### src/rtl/spi_master_avalon_tx.sv
// -----------------------------------------------------------------------------
// spi_master_avalon_tx
//
// SPI initiator fed from an Avalon-MM register port. Software pushes bytes into
// a small TX FIFO, each tagged with an end-of-frame flag. The engine drives
// chip select, clock and data in the SpiBuffer convention: CS active low,
// CLK idle high, MSB first, DI changed on falling edges and sampled by the
// slave on rising edges.
//
// Parameters:
//   CLK_DIV    system clocks per SPI CLK half-period (>= 1)
//   FIFO_DEPTH TX FIFO entries (power of two, 2..16)
//   CS_GAP     SPI CLK periods CS is held high after an end-of-frame byte
//
// Ports:
//   clock                system clock
//   reset                asynchronous, active-low reset
//   io_Avalon_address    register select (0 data, 1 status, 2 frame count)
//   io_Avalon_write      write strobe
//   io_Avalon_writedata  write data ({last, byte} for address 0)
//   io_Avalon_read       read strobe
//   io_Avalon_readdata   registered read data, valid the cycle after read
//   io_SpiCS             chip select, active low
//   io_SpiCLK            SPI clock, idle high
//   io_SpiDI             serial data towards the slave
// -----------------------------------------------------------------------------
module spi_master_avalon_tx #(
    parameter int CLK_DIV    = 2,
    parameter int FIFO_DEPTH = 4,
    parameter int CS_GAP     = 2
) (
    input  logic        clock,
    input  logic        reset,
    input  logic [1:0]  io_Avalon_address,
    input  logic        io_Avalon_write,
    input  logic [31:0] io_Avalon_writedata,
    input  logic        io_Avalon_read,
    output logic [31:0] io_Avalon_readdata,
    output logic        io_SpiCS,
    output logic        io_SpiCLK,
    output logic        io_SpiDI
);

    localparam int PTR_W = $clog2(FIFO_DEPTH);
    localparam int CNT_W = PTR_W + 1;
    localparam logic [15:0] DIV_LAST = 16'(CLK_DIV - 1);
    localparam logic [15:0] GAP_LAST = 16'(CS_GAP * 2 * CLK_DIV - 1);

    // NEXT from the behavioural description takes no cycle, so it is folded
    // into the end of the last SHIFT high phase rather than being a state.
    typedef enum logic [2:0] {
        ST_IDLE,
        ST_SETUP,
        ST_SHIFT,
        ST_WAIT,
        ST_GAP
    } state_t;

    state_t state_q, state_d;

    logic [8:0]       fifo_mem [FIFO_DEPTH];
    logic [PTR_W-1:0] rd_ptr, wr_ptr;
    logic [CNT_W-1:0] fifo_count;
    logic             fifo_empty, fifo_full;
    logic [8:0]       fifo_head;
    logic             push_req, push_ok, pop, clear_ovf, overflow;

    logic [15:0] div_q, div_d;
    logic        half_q, half_d;
    logic [2:0]  bit_q, bit_d;
    logic [7:0]  shreg_q, shreg_d;
    logic        last_q, last_d;
    logic [15:0] frame_q, frame_d;
    logic        cs_d, clk_d, di_d;
    logic [31:0] status_word;

    logic unused_wdata;
    assign unused_wdata = ^io_Avalon_writedata[31:9];

    assign fifo_empty = (fifo_count == '0);
    assign fifo_full  = (fifo_count == CNT_W'(FIFO_DEPTH));
    assign fifo_head  = fifo_mem[rd_ptr];
    assign push_req   = io_Avalon_write && (io_Avalon_address == 2'd0);
    assign clear_ovf  = io_Avalon_write && (io_Avalon_address == 2'd1) && io_Avalon_writedata[0];
    // A write to a full FIFO still lands when the engine frees a slot in the
    // same cycle; the head is read combinationally before the slot is reused.
    assign push_ok    = push_req && (!fifo_full || pop);

    // FIFO storage has no reset; only the pointers and count define contents.
    always_ff @(posedge clock) begin
        if (push_ok) begin
            fifo_mem[wr_ptr] <= io_Avalon_writedata[8:0];
        end
    end

    // FIFO pointers, occupancy and the sticky overflow flag.
    always_ff @(posedge clock or negedge reset) begin
        if (!reset) begin
            rd_ptr     <= '0;
            wr_ptr     <= '0;
            fifo_count <= '0;
            overflow   <= 1'b0;
        end else begin
            if (push_ok) wr_ptr <= wr_ptr + 1'b1;
            if (pop)     rd_ptr <= rd_ptr + 1'b1;
            if (push_ok && !pop) begin
                fifo_count <= fifo_count + CNT_W'(1);
            end else if (!push_ok && pop) begin
                fifo_count <= fifo_count - CNT_W'(1);
            end
            if (push_req && !push_ok) begin
                overflow <= 1'b1;
            end else if (clear_ovf) begin
                overflow <= 1'b0;
            end
        end
    end

    // State register plus the SPI pins. The pins are registered copies of
    // what the next state implies, so they come straight from flops.
    always_ff @(posedge clock or negedge reset) begin
        if (!reset) begin
            state_q   <= ST_IDLE;
            div_q     <= '0;
            half_q    <= 1'b0;
            bit_q     <= '0;
            shreg_q   <= '0;
            last_q    <= 1'b0;
            frame_q   <= '0;
            io_SpiCS  <= 1'b1;
            io_SpiCLK <= 1'b1;
            io_SpiDI  <= 1'b0;
        end else begin
            state_q   <= state_d;
            div_q     <= div_d;
            half_q    <= half_d;
            bit_q     <= bit_d;
            shreg_q   <= shreg_d;
            last_q    <= last_d;
            frame_q   <= frame_d;
            io_SpiCS  <= cs_d;
            io_SpiCLK <= clk_d;
            io_SpiDI  <= di_d;
        end
    end

    // Next-state logic. div counts system clocks inside SETUP, each SHIFT
    // half-period and GAP; half_q selects the low (0) or high (1) phase.
    always_comb begin
        state_d = state_q;
        div_d   = div_q;
        half_d  = half_q;
        bit_d   = bit_q;
        shreg_d = shreg_q;
        last_d  = last_q;
        frame_d = frame_q;
        di_d    = io_SpiDI;
        pop     = 1'b0;

        unique case (state_q)
            ST_IDLE: begin
                if (!fifo_empty) begin
                    pop     = 1'b1;
                    shreg_d = fifo_head[7:0];
                    last_d  = fifo_head[8];
                    di_d    = fifo_head[7];
                    div_d   = '0;
                    state_d = ST_SETUP;
                end
            end
            ST_SETUP: begin
                if (div_q == DIV_LAST) begin
                    div_d   = '0;
                    half_d  = 1'b0;
                    bit_d   = 3'd7;
                    state_d = ST_SHIFT;
                end else begin
                    div_d = div_q + 16'd1;
                end
            end
            ST_SHIFT: begin
                if (div_q != DIV_LAST) begin
                    div_d = div_q + 16'd1;
                end else begin
                    div_d = '0;
                    if (!half_q) begin
                        half_d = 1'b1;
                    end else if (bit_q != 3'd0) begin
                        // Falling edge: present the next bit.
                        half_d  = 1'b0;
                        bit_d   = bit_q - 3'd1;
                        shreg_d = {shreg_q[6:0], 1'b0};
                        di_d    = shreg_q[6];
                    end else if (last_q) begin
                        frame_d = frame_q + 16'd1;
                        state_d = ST_GAP;
                    end else if (!fifo_empty) begin
                        // Chain the next byte without stretching CLK high.
                        pop     = 1'b1;
                        shreg_d = fifo_head[7:0];
                        last_d  = fifo_head[8];
                        di_d    = fifo_head[7];
                        half_d  = 1'b0;
                        bit_d   = 3'd7;
                    end else begin
                        state_d = ST_WAIT;
                    end
                end
            end
            ST_WAIT: begin
                if (!fifo_empty) begin
                    pop     = 1'b1;
                    shreg_d = fifo_head[7:0];
                    last_d  = fifo_head[8];
                    di_d    = fifo_head[7];
                    div_d   = '0;
                    half_d  = 1'b0;
                    bit_d   = 3'd7;
                    state_d = ST_SHIFT;
                end
            end
            ST_GAP: begin
                if (div_q == GAP_LAST) begin
                    div_d   = '0;
                    state_d = ST_IDLE;
                end else begin
                    div_d = div_q + 16'd1;
                end
            end
            default: begin
                state_d = ST_IDLE;
            end
        endcase

        cs_d  = !((state_d == ST_SETUP) || (state_d == ST_SHIFT) || (state_d == ST_WAIT));
        clk_d = !((state_d == ST_SHIFT) && !half_d);
    end

    // Status word assembled from live FIFO and engine state.
    always_comb begin
        status_word       = '0;
        status_word[0]    = fifo_empty;
        status_word[1]    = fifo_full;
        status_word[2]    = (state_q != ST_IDLE);
        status_word[3]    = overflow;
        status_word[12:8] = 5'(fifo_count);
    end

    // Registered read port; holds its value between reads.
    always_ff @(posedge clock or negedge reset) begin
        if (!reset) begin
            io_Avalon_readdata <= '0;
        end else if (io_Avalon_read) begin
            unique case (io_Avalon_address)
                2'd1:    io_Avalon_readdata <= status_word;
                2'd2:    io_Avalon_readdata <= {16'd0, frame_q};
                default: io_Avalon_readdata <= '0;
            endcase
        end
    end

endmodule

### config.mk
export PLATFORM = sky130hd
export DESIGN_NAME = spi_master_avalon_tx
export DESIGN_NICKNAME = d
export VERILOG_FILES = /design/src/rtl/spi_master_avalon_tx.sv
export SDC_FILE = /design/constraint.sdc
export NUM_CORES = 1
export LEC_CHECK = 0
export BUFFER_PORTS_ARGS = -buffer_cell sky130_fd_sc_hd__buf_2
export CAP_MARGIN = 20
export CORE_MARGIN = 10
export CORE_UTILIZATION = 35
export CTS_BUF_LIST = sky130_fd_sc_hd__clkbuf_8
export DETAILED_ROUTE_END_ITERATION = 8
export PLACE_DENSITY = 0.51
export SLEW_MARGIN = 30
export SYNTH_ARGS = -nofsm -noshare
export SYNTH_HDL_FRONTEND = slang
export SYNTH_SLANG_ARGS = --single-unit
export TNS_END_PERCENT = 5
### constraint.sdc
create_clock -name clock -period 3.46 [get_ports clock]
set_clock_uncertainty 0.1 [all_clocks]
set_input_delay 0.692 -clock clock [delete_from_list [all_inputs] [get_ports clock]]
set_output_delay 0.692 -clock clock [all_outputs]
set_load 0.02 [all_outputs]
==> results of run 1 <==
metal layers:
layer | part of all wire | vias up | track usage
met1 | 0.46 | 1632 | 0.135
met4 | 0.011 | 0 | 0.0309
met3 | 0.046 | 11 | 0.0347
li1 | - | 1608 | -
met2 | 0.48 | 58 | 0.173
met5 | 0 | - | 0
power by group:
group / internal, mW / leakage, nW / switching (mW) / total [mW]
Combinational: 0.552 / 0.974 / 0.652 / 1.20
Clock: 0.483 / 0.121 / 0.440 / 0.923
Sequential: 1.54 / 1.28 / 0.215 / 1.75
Total: 2.57 / 2.38 / 1.31 / 3.88
critical path: cells and delay by family (launching register included):
family	cells	cell delay, ps
flip-flops	1	440
adder cells (fa/ha/maj)	3	740
buffers and inverters	2	140
XOR/XNOR	2	300
AND/OR/NAND/NOR	4	1100
AO/OA/AOI/OAI	1	250
worst max path at each step:
stage	startpoint	end	slack (ps)
final	div_q[1]	fifo_count[2]	320
after global routing	div_q[1]	fifo_count[2]	90
after CTS	div_q[1]	fifo_count[2]	290
after detailed placement	div_q[1]	fifo_count[2]	330
after global placement	div_q[1]	fifo_count[2]	350
after floorplan	div_q[1]	fifo_count[2]	380
cells in the mapped netlist, drive strengths merged (2+ instances only):
cell type  instances  share of area
a211oi             3         0.0043
a21o               2         0.0029
a21oi              2         0.0019
a22oi              8          0.011
a2bb2oi            7          0.012
and2               6         0.0079
and3               2         0.0024
and4               5         0.0086
buf               21          0.029
clkbuf            13         0.0095
dfrtp             72           0.34
dfstp              2          0.010
edfxtp            36           0.21
ha                13          0.031
inv               32          0.023
mux2               3         0.0071
mux4               9          0.039
nand2             26          0.019
nand3             22          0.021
nand4              9          0.014
nor2              22          0.016
nor3               9         0.0095
nor4              12          0.021
nor4b              3         0.0079
o21ai             22          0.021
o22ai             14          0.017
o31ai              2         0.0055
or2                3         0.0036
or3                2         0.0024
or4                3         0.0050
xnor2             30          0.050
xor2               6          0.010
flip-flops by register name, summed over array words and instances, names as in the netlist, 2 cells and up:
| signal | flops |
|---|---|
| bit_q | 3 |
| div_q | 16 |
| fifo_count | 3 |
| fifo_mem | 36 |
| frame_q | 16 |
| io_Avalon_readdata | 16 |
| rd_ptr | 2 |
| shreg_q | 7 |
| state_q | 3 |
| wr_ptr | 2 |
stage by stage:
step                hold WS, ps  utilization  area [um^2]  cells  power [mW]
global placement            363        0.381         5590    645        2.98
floorplan                   296            -         5310    452        2.66
detailed placement          365        0.382         5590    645        3.00
global route                268        0.398         5830    661        4.17
CTS                         234        0.398         5830    661        3.95
finish                      203        0.398         5830    661        3.88
cell families (layout without fill, tap and decap cells):
family | count (synthesis) | in the layout | synth area share
compound gates | 70 | 70 | 0.0957
xor+xnor | 36 | 36 | 0.0600
fa+ha+maj | 14 | 14 | 0.0347
buf+inv | 66 | 91 | 0.0612
flops | 110 | 110 | 0.558
mux | 13 | 13 | 0.0476
other cells | 1 | 16 | 0.000713
simple gates | 127 | 127 | 0.142
area by class of cell:
| cell class | count | area (um^2) | share of cell area |
|---|---|---|---|
| inverters | 32 | 120 | 0.0206 |
| multi-input cells | 276 | 2060 | 0.353 |
| well taps | 184 | 230 | 0.0395 |
| clock inverters | 7 | 120 | 0.0206 |
| flip-flops and latches | 110 | 2940 | 0.503 |
| repair buffers | 43 | 246 | 0.0423 |
| clock buffers | 9 | 124 | 0.0212 |
==> results.env, run 1 <==
WORSTSKEWPAIRLATENCY_PS=390
CTS_TREE='yes'
MAX_CAP_VIOL_COUNT=0
CRITICAL_PATH.CELL_CHAIN='inv_1 -> ha_1 -> nor4b_4 -> nand4_4 -> or4_4 -> a41oi_4 -> ha_1 -> inv_1 -> fa_1 -> xor2_1 -> nor2_1 -> xor2_1'
SLEW_VIOL_FINAL=0
SETUP_WS_PS=316
TIGHTESTPINTRANSITION_PS=836
PLACE.PORT_BUFFERS=33
DRIVE_ABOVE_1_SHARE=0.189
MAX-CLOCK-PATH-BUFFERS=2
REMAINING_DRC_ERRORS=0
ARR_TIME_CRIT_PATH_PS=3360
VIAS_PER_CELL=5.01
CELLLEAKAGEPOWER_nW=2.38
YS.WARNINGS.COUNT=0
TIMING.FINAL.HOLD_VIOLATIONS=0
HTREE_NUM_LEVELS=3
TNS_PS=0
START_UTIL=0.359
SYN_AREA_MM2=0.00526
RESULT_OF_THE_RUN='finished, final reports clean'
SLEW_HEADROOM=0.442
NUM_IO_PINS=73
MIN_PERIOD_OVER_PERIOD=0.909
CRITPATHCAPTURETYPE='flop'
PIN_COUNT_OF_THE_BIGGEST_NET_ENTERING_GLOBAL_ROUTING=75
TIMING.CRITICAL_PATH.SLOWEST_STAGE_CELL='sky130_fd_sc_hd__or4_4'
RR_ENDPOINT='fifo_count[2]'
DRTPASS1ITERATIONS=4
CTS_MADE_BUFFERS=9
R2R.WORST_PATH.CELLS=12
YOSYS_REGISTER_BITS=110
FINAL_COMMON_CELL='sky130_fd_sc_hd__dfrtp_1'
WORSTREG2REGSTART='div_q[1]'
POST_CTS_RESIZED=0
HOLDBUFCOUNTCTS=0
FILLER_CELL_COUNT=1424
WORST_SETUP_HOLD_PATH_CLK_SLEW_PS=100
RRSETUPSLACK_PS=320
ANTENNA_FOUND_INITIAL=0
CTS_SINKS=110
YOSYSUNIQUECELLTYPES=63
SYNTH_SEQ_AREA_SHARE=0.558
NATURE_OF_THE_CRITICAL_PATH_STARTPOINT='flop'
ASYNC_FLOP_SHARE=0.673
SYNTH.AVG_CELL_AREA_UM2=12.0
TYPE_OF_THE_SETUP_PATH_WITH_THE_LEAST_SLACK='reg -> reg'
FINAL_WORST_PATH_PERIOD_NEED_PS=3140
HOLD_CLASS='in -> async'
ANTENNA-DIODE-COUNT=0
PLACE_WS_PS=329
REMAINING_ANTENNA_VIOLATION_COUNT=0
CORE_MM2=0.0146
POSTSYNTHCELLCOUNT=437
YS_DOMINANT_REG_CELL='sky130_fd_sc_hd__dfrtp_1'
GR-TOTAL-OVERFLOW=0
FP.DIEAREA_MM2=0.0203
POWERDENSITY_mW_PER_MM2=665
FINAL_NETS=524
WORST-PATH-MAX-FANOUT=6
WORST_IR_DROP_VDD_V=0.000475
DP_HPWL_UM=7260
REQUIRED_PS=3680
NUMBER_OF_ENABLE_TYPE_REGISTER_CELLS_IN_THE_SYNTHESIZED_NETLIST=36
DETAIL_ROUTE.WIRELENGTH_UM=10400
FIRST_GLOBAL_VIAS=3396
MAXIMUM_CLOCK_FREQUENCY_MHz=318
GP_CONGESTION=0.792
DR.FIRST_ITER.DRC_COUNT=192
GLOBALROUTETOTALUTIL=0.108
RSZ0062_AT_GRT='false'
POST-CTS-SETUP-BUFFERS=0
ROUTE.VIAS.TOTAL=3309
LAYOUT.CELLS.MOST_COMMON_LIST='sky130_fd_sc_hd__dfrtp_1 (72), sky130_fd_sc_hd__edfxtp_1 (36), sky130_fd_sc_hd__inv_1 (32), sky130_fd_sc_hd__buf_2 (32), sky130_fd_sc_hd__xnor2_1 (30)'
GRT_FIRST_PASS_WIRELENGTH_UM=17500
DIE_H_UM=143
FINAL-SETUP-VIOL-COUNT=0
ROOT_DRIVER='sky130_fd_sc_hd__clkbuf_8'
FLOORPLAN.ROWS=44
CRITICAL-PATH-MAX-STAGE-DELAY_PS=570
CHIPWIDTH_UM=143
DETAIL_ROUTE.WL_PER_CELL_UM=15.8
FLOW.AREA_GROWTH_FROM_SYNTHESIS_PCT=10.9
No activity file was read; power rests on OpenSTA's default activity.
==> inputs of run 2 (changes only) <==
--- a/config.mk
+++ b/config.mk
@@ -12,7 +12,7 @@
 export CTS_BUF_LIST = sky130_fd_sc_hd__clkbuf_8
 export DETAILED_ROUTE_END_ITERATION = 8
 export PLACE_DENSITY = 0.51
-export SLEW_MARGIN = 30
+export SLEW_MARGIN = 20
 export SYNTH_ARGS = -nofsm -noshare
 export SYNTH_HDL_FRONTEND = slang
 export SYNTH_SLANG_ARGS = --single-unit
==> constraint.sdc (replaced) <==
create_clock -name clock -period 3.3 [get_ports clock]
set_clock_uncertainty 0.1 [all_clocks]
set_input_delay 0.66 -clock clock [delete_from_list [all_inputs] [get_ports clock]]
set_output_delay 0.66 -clock clock [all_outputs]
set_load 0.02 [all_outputs]
==> run 2 against run 1 <==
Net effect: die area unchanged; sequential share of layout area is 0.075 points higher; sequential power up 4%; first-iteration DRC count down 11%; power is 2.6% higher; design area fell by 0.11%; combinational power increased by 8%; clock power shrank 6.2%.
==> results.env, run 2 (synthesis gave the netlist of run 1 again) <==
REMAINING_DRC_ERRORS=0  # unchanged
ROUTE.VIAS.TOTAL=3341  # +0.97%
SLEW_HEADROOM=0.355  # -0.0868
FINAL-SETUP-VIOL-COUNT=0  # unchanged
UTILIZATION=0.398  # -0.000427
CRITICAL-PATH-MAX-STAGE-DELAY_PS=500  # -70 ps
REQUIRED_PS=3510  # -170 ps
WORST_SETUP_HOLD_PATH_CLK_SLEW_PS=110  # about the same
MAX_CAP_VIOL_COUNT=0  # unchanged
CHIPWIDTH_UM=143  # unchanged
FILLER_CELL_COUNT=1399  # -1.8%
TIGHTESTPINTRANSITION_PS=967  # +131 ps
TNS_PS=0  # unchanged
CRITICAL_PATH.CELL_CHAIN='inv_1 -> ha_1 -> nor4b_4 -> nand4_4 -> or4_4 -> a41oi_4 -> ha_1 -> inv_1 -> fa_1 -> xor2_1 -> nor2_1 -> xor2_1'
DETAIL_ROUTE.WIRELENGTH_UM=10400  # -0.29%
INSTANCES_NO_FILL=665  # +0.61%
CTS_TREE='yes'
MAXIMUM_CLOCK_FREQUENCY_MHz=322  # +1.3%
ANTENNA-DIODE-COUNT=0  # unchanged
LAYOUT.CELLS.MOST_COMMON_LIST='sky130_fd_sc_hd__dfrtp_1 (71), sky130_fd_sc_hd__edfxtp_1 (36), sky130_fd_sc_hd__inv_1 (32), sky130_fd_sc_hd__buf_2 (32), sky130_fd_sc_hd__xnor2_1 (30)'
PLACE.PORT_BUFFERS=33  # unchanged
POST-PLACE-CELLS=649  # +0.62%
FLOORPLAN.ROWS=44  # unchanged
POWERDENSITY_mW_PER_MM2=683  # +2.7%
FINAL_NETS=528  # +0.76%
SLEW_VIOL_FINAL=0  # unchanged
CORE_MM2=0.0146  # unchanged
NUM_IO_PINS=73  # unchanged
CTS_SINKS=110  # unchanged
LARGEST_REG_FLOPS=36  # unchanged
MIN_PERIOD_OVER_PERIOD=0.941  # +0.0322
MULTI_INPUT_AREA_MM2=0.00206  # unchanged
MAX-CLOCK-PATH-BUFFERS=2  # unchanged
REMAINING_ANTENNA_VIOLATION_COUNT=0  # unchanged
FINAL_COMMON_CELL='sky130_fd_sc_hd__dfrtp_1'
CELLLEAKAGEPOWER_nW=2.38  # about the same
CTS_MADE_BUFFERS=9  # unchanged
DR.FIRST_ITER.DRC_COUNT=170  # -11%
TIMING.CRITICAL_PATH.SLOWEST_STAGE_CELL='sky130_fd_sc_hd__or4_4'
ANTENNA_FOUND_INITIAL=0  # unchanged
WORST-PATH-MAX-FANOUT=6  # unchanged
FF_LATCH_AREA_MM2=0.00294  # about the same
HTREE_NUM_LEVELS=3  # unchanged
PIN_COUNT_OF_THE_BIGGEST_NET_ENTERING_GLOBAL_ROUTING=75  # unchanged
FP.DIEAREA_MM2=0.0203  # unchanged
HOLDBUFCOUNTCTS=0  # unchanged
WORST_IR_DROP_VDD_V=0.000459  # -3.3%
HOLD_SLACK_PS=300  # +97.6 ps
FLOW.AREA_GROWTH_FROM_SYNTHESIS_PCT=10.8
VIAS_PER_CELL=5.02  # +0.36%
DIE_H_UM=143  # unchanged
DP_HPWL_UM=7160  # -1.3%
ROOT_DRIVER='sky130_fd_sc_hd__clkbuf_8'
TIMING.FINAL.HOLD_VIOLATIONS=0  # unchanged
CPLARGESTDELAYFAMILY='simple AND/OR/NAND/NOR gates'
TOP_REG_BY_FLOPS='fifo_mem'
GP_CONGESTION=0.787  # -0.66%
BUFFERING_STAGE_COUNT_ON_THE_WORST_PATH_WITH_INVERTERS_INCLUDED=2  # unchanged
TYPE_OF_THE_SETUP_PATH_WITH_THE_LEAST_SLACK='reg -> reg'
GLOBALROUTETOTALUTIL=0.106  # -0.00167
START_UTIL=0.359  # unchanged
WORSTSKEWPAIRLATENCY_PS=390  # about the same
NATURE_OF_THE_CRITICAL_PATH_STARTPOINT='flop'
RSZ0062_AT_GRT='false'
HOLD_CLASS='in -> async'
DRTPASS1ITERATIONS=4  # unchanged
GR-TOTAL-OVERFLOW=0  # unchanged
DETAIL_ROUTE.WL_PER_CELL_UM=15.6  # -0.89%
FIRST_GLOBAL_VIAS=3382  # -0.41%
CRITPATHCAPTURETYPE='flop'
RESULT_OF_THE_RUN='finished, final reports clean'
FINAL_WORST_PATH_PERIOD_NEED_PS=3110  # -39.2 ps
GRT_FIRST_PASS_WIRELENGTH_UM=17300  # -1.3%
ARR_TIME_CRIT_PATH_PS=3320  # -40 ps
POST-LAYOUT-TOTAL-POWER_mW=3.98  # +2.6%
DRIVE_ABOVE_1_SHARE=0.200  # +0.0109
==> run 2: changes by cell type in the layout (fill, tap and decap cells not counted), sizes merged <==
cell / change
buf: +4
bufinv: -2
inv: +4
clkinv: -3
clkinvlp: +1
==> run 2: worst paths after layout <==
path | slack, ps | cells past startpoint | endpoint | startpoint
setup reg to reg | 190 | 12 | fifo_count[2] | div_q[1]
hold / removal | 300 | 1 | io_SpiDI | reset
hold reg to reg | 380 | 1 | frame_q[15] | frame_q[15]
max in group asynchronous | 2120 | 1 | div_q[1] | reset
min in group clock | 380 | 1 | fifo_mem[2][5] | io_Avalon_writedata[5]
setup / recovery | 190 | 12 | fifo_count[2] | div_q[1]
==> run 2: final cells by class <==
type / instances / share of cell area
flip-flops and latches: 110 / 0.504
multi-input cells: 276 / 0.353
repair buffers: 47 / 0.0468
well taps: 184 / 0.0395
clock buffers: 9 / 0.0213
inverters: 32 / 0.0206
clock inverters: 7 / 0.0148
==> run 2: metrics by stage <==
stage                     cell area [um^2]  worst slack [ps]
after floorplan                       5310               218
after global placement                5620               187
after detailed placement              5620               150
after CTS                             5830              76.9
after global routing                  5830             0.193
final                                 5830               195
==> run 2: layer usage <==
metal / vias up / GRT usage / wire length [um]
met5: - / 0 / 0
met4: 0 / 0.0326 / 110
met3: 9 / 0.0307 / 412
met2: 55 / 0.169 / 4920
met1: 1658 / 0.136 / 4940
li1: 1619 / - / -
==> run 2: what timing repair did <==
item	4_1_cts	5_1_grt
endpoints found under the setup margin	0	1
buffers inserted	0	0
gates resized for setup	0	1
==> run 2: power by group <==
part / leakage [nW] / switching, mW / internal, mW
Clock: 0.105 / 0.497 / 0.370
Sequential: 1.28 / 0.208 / 1.61
Combinational: 0.993 / 0.703 / 0.591
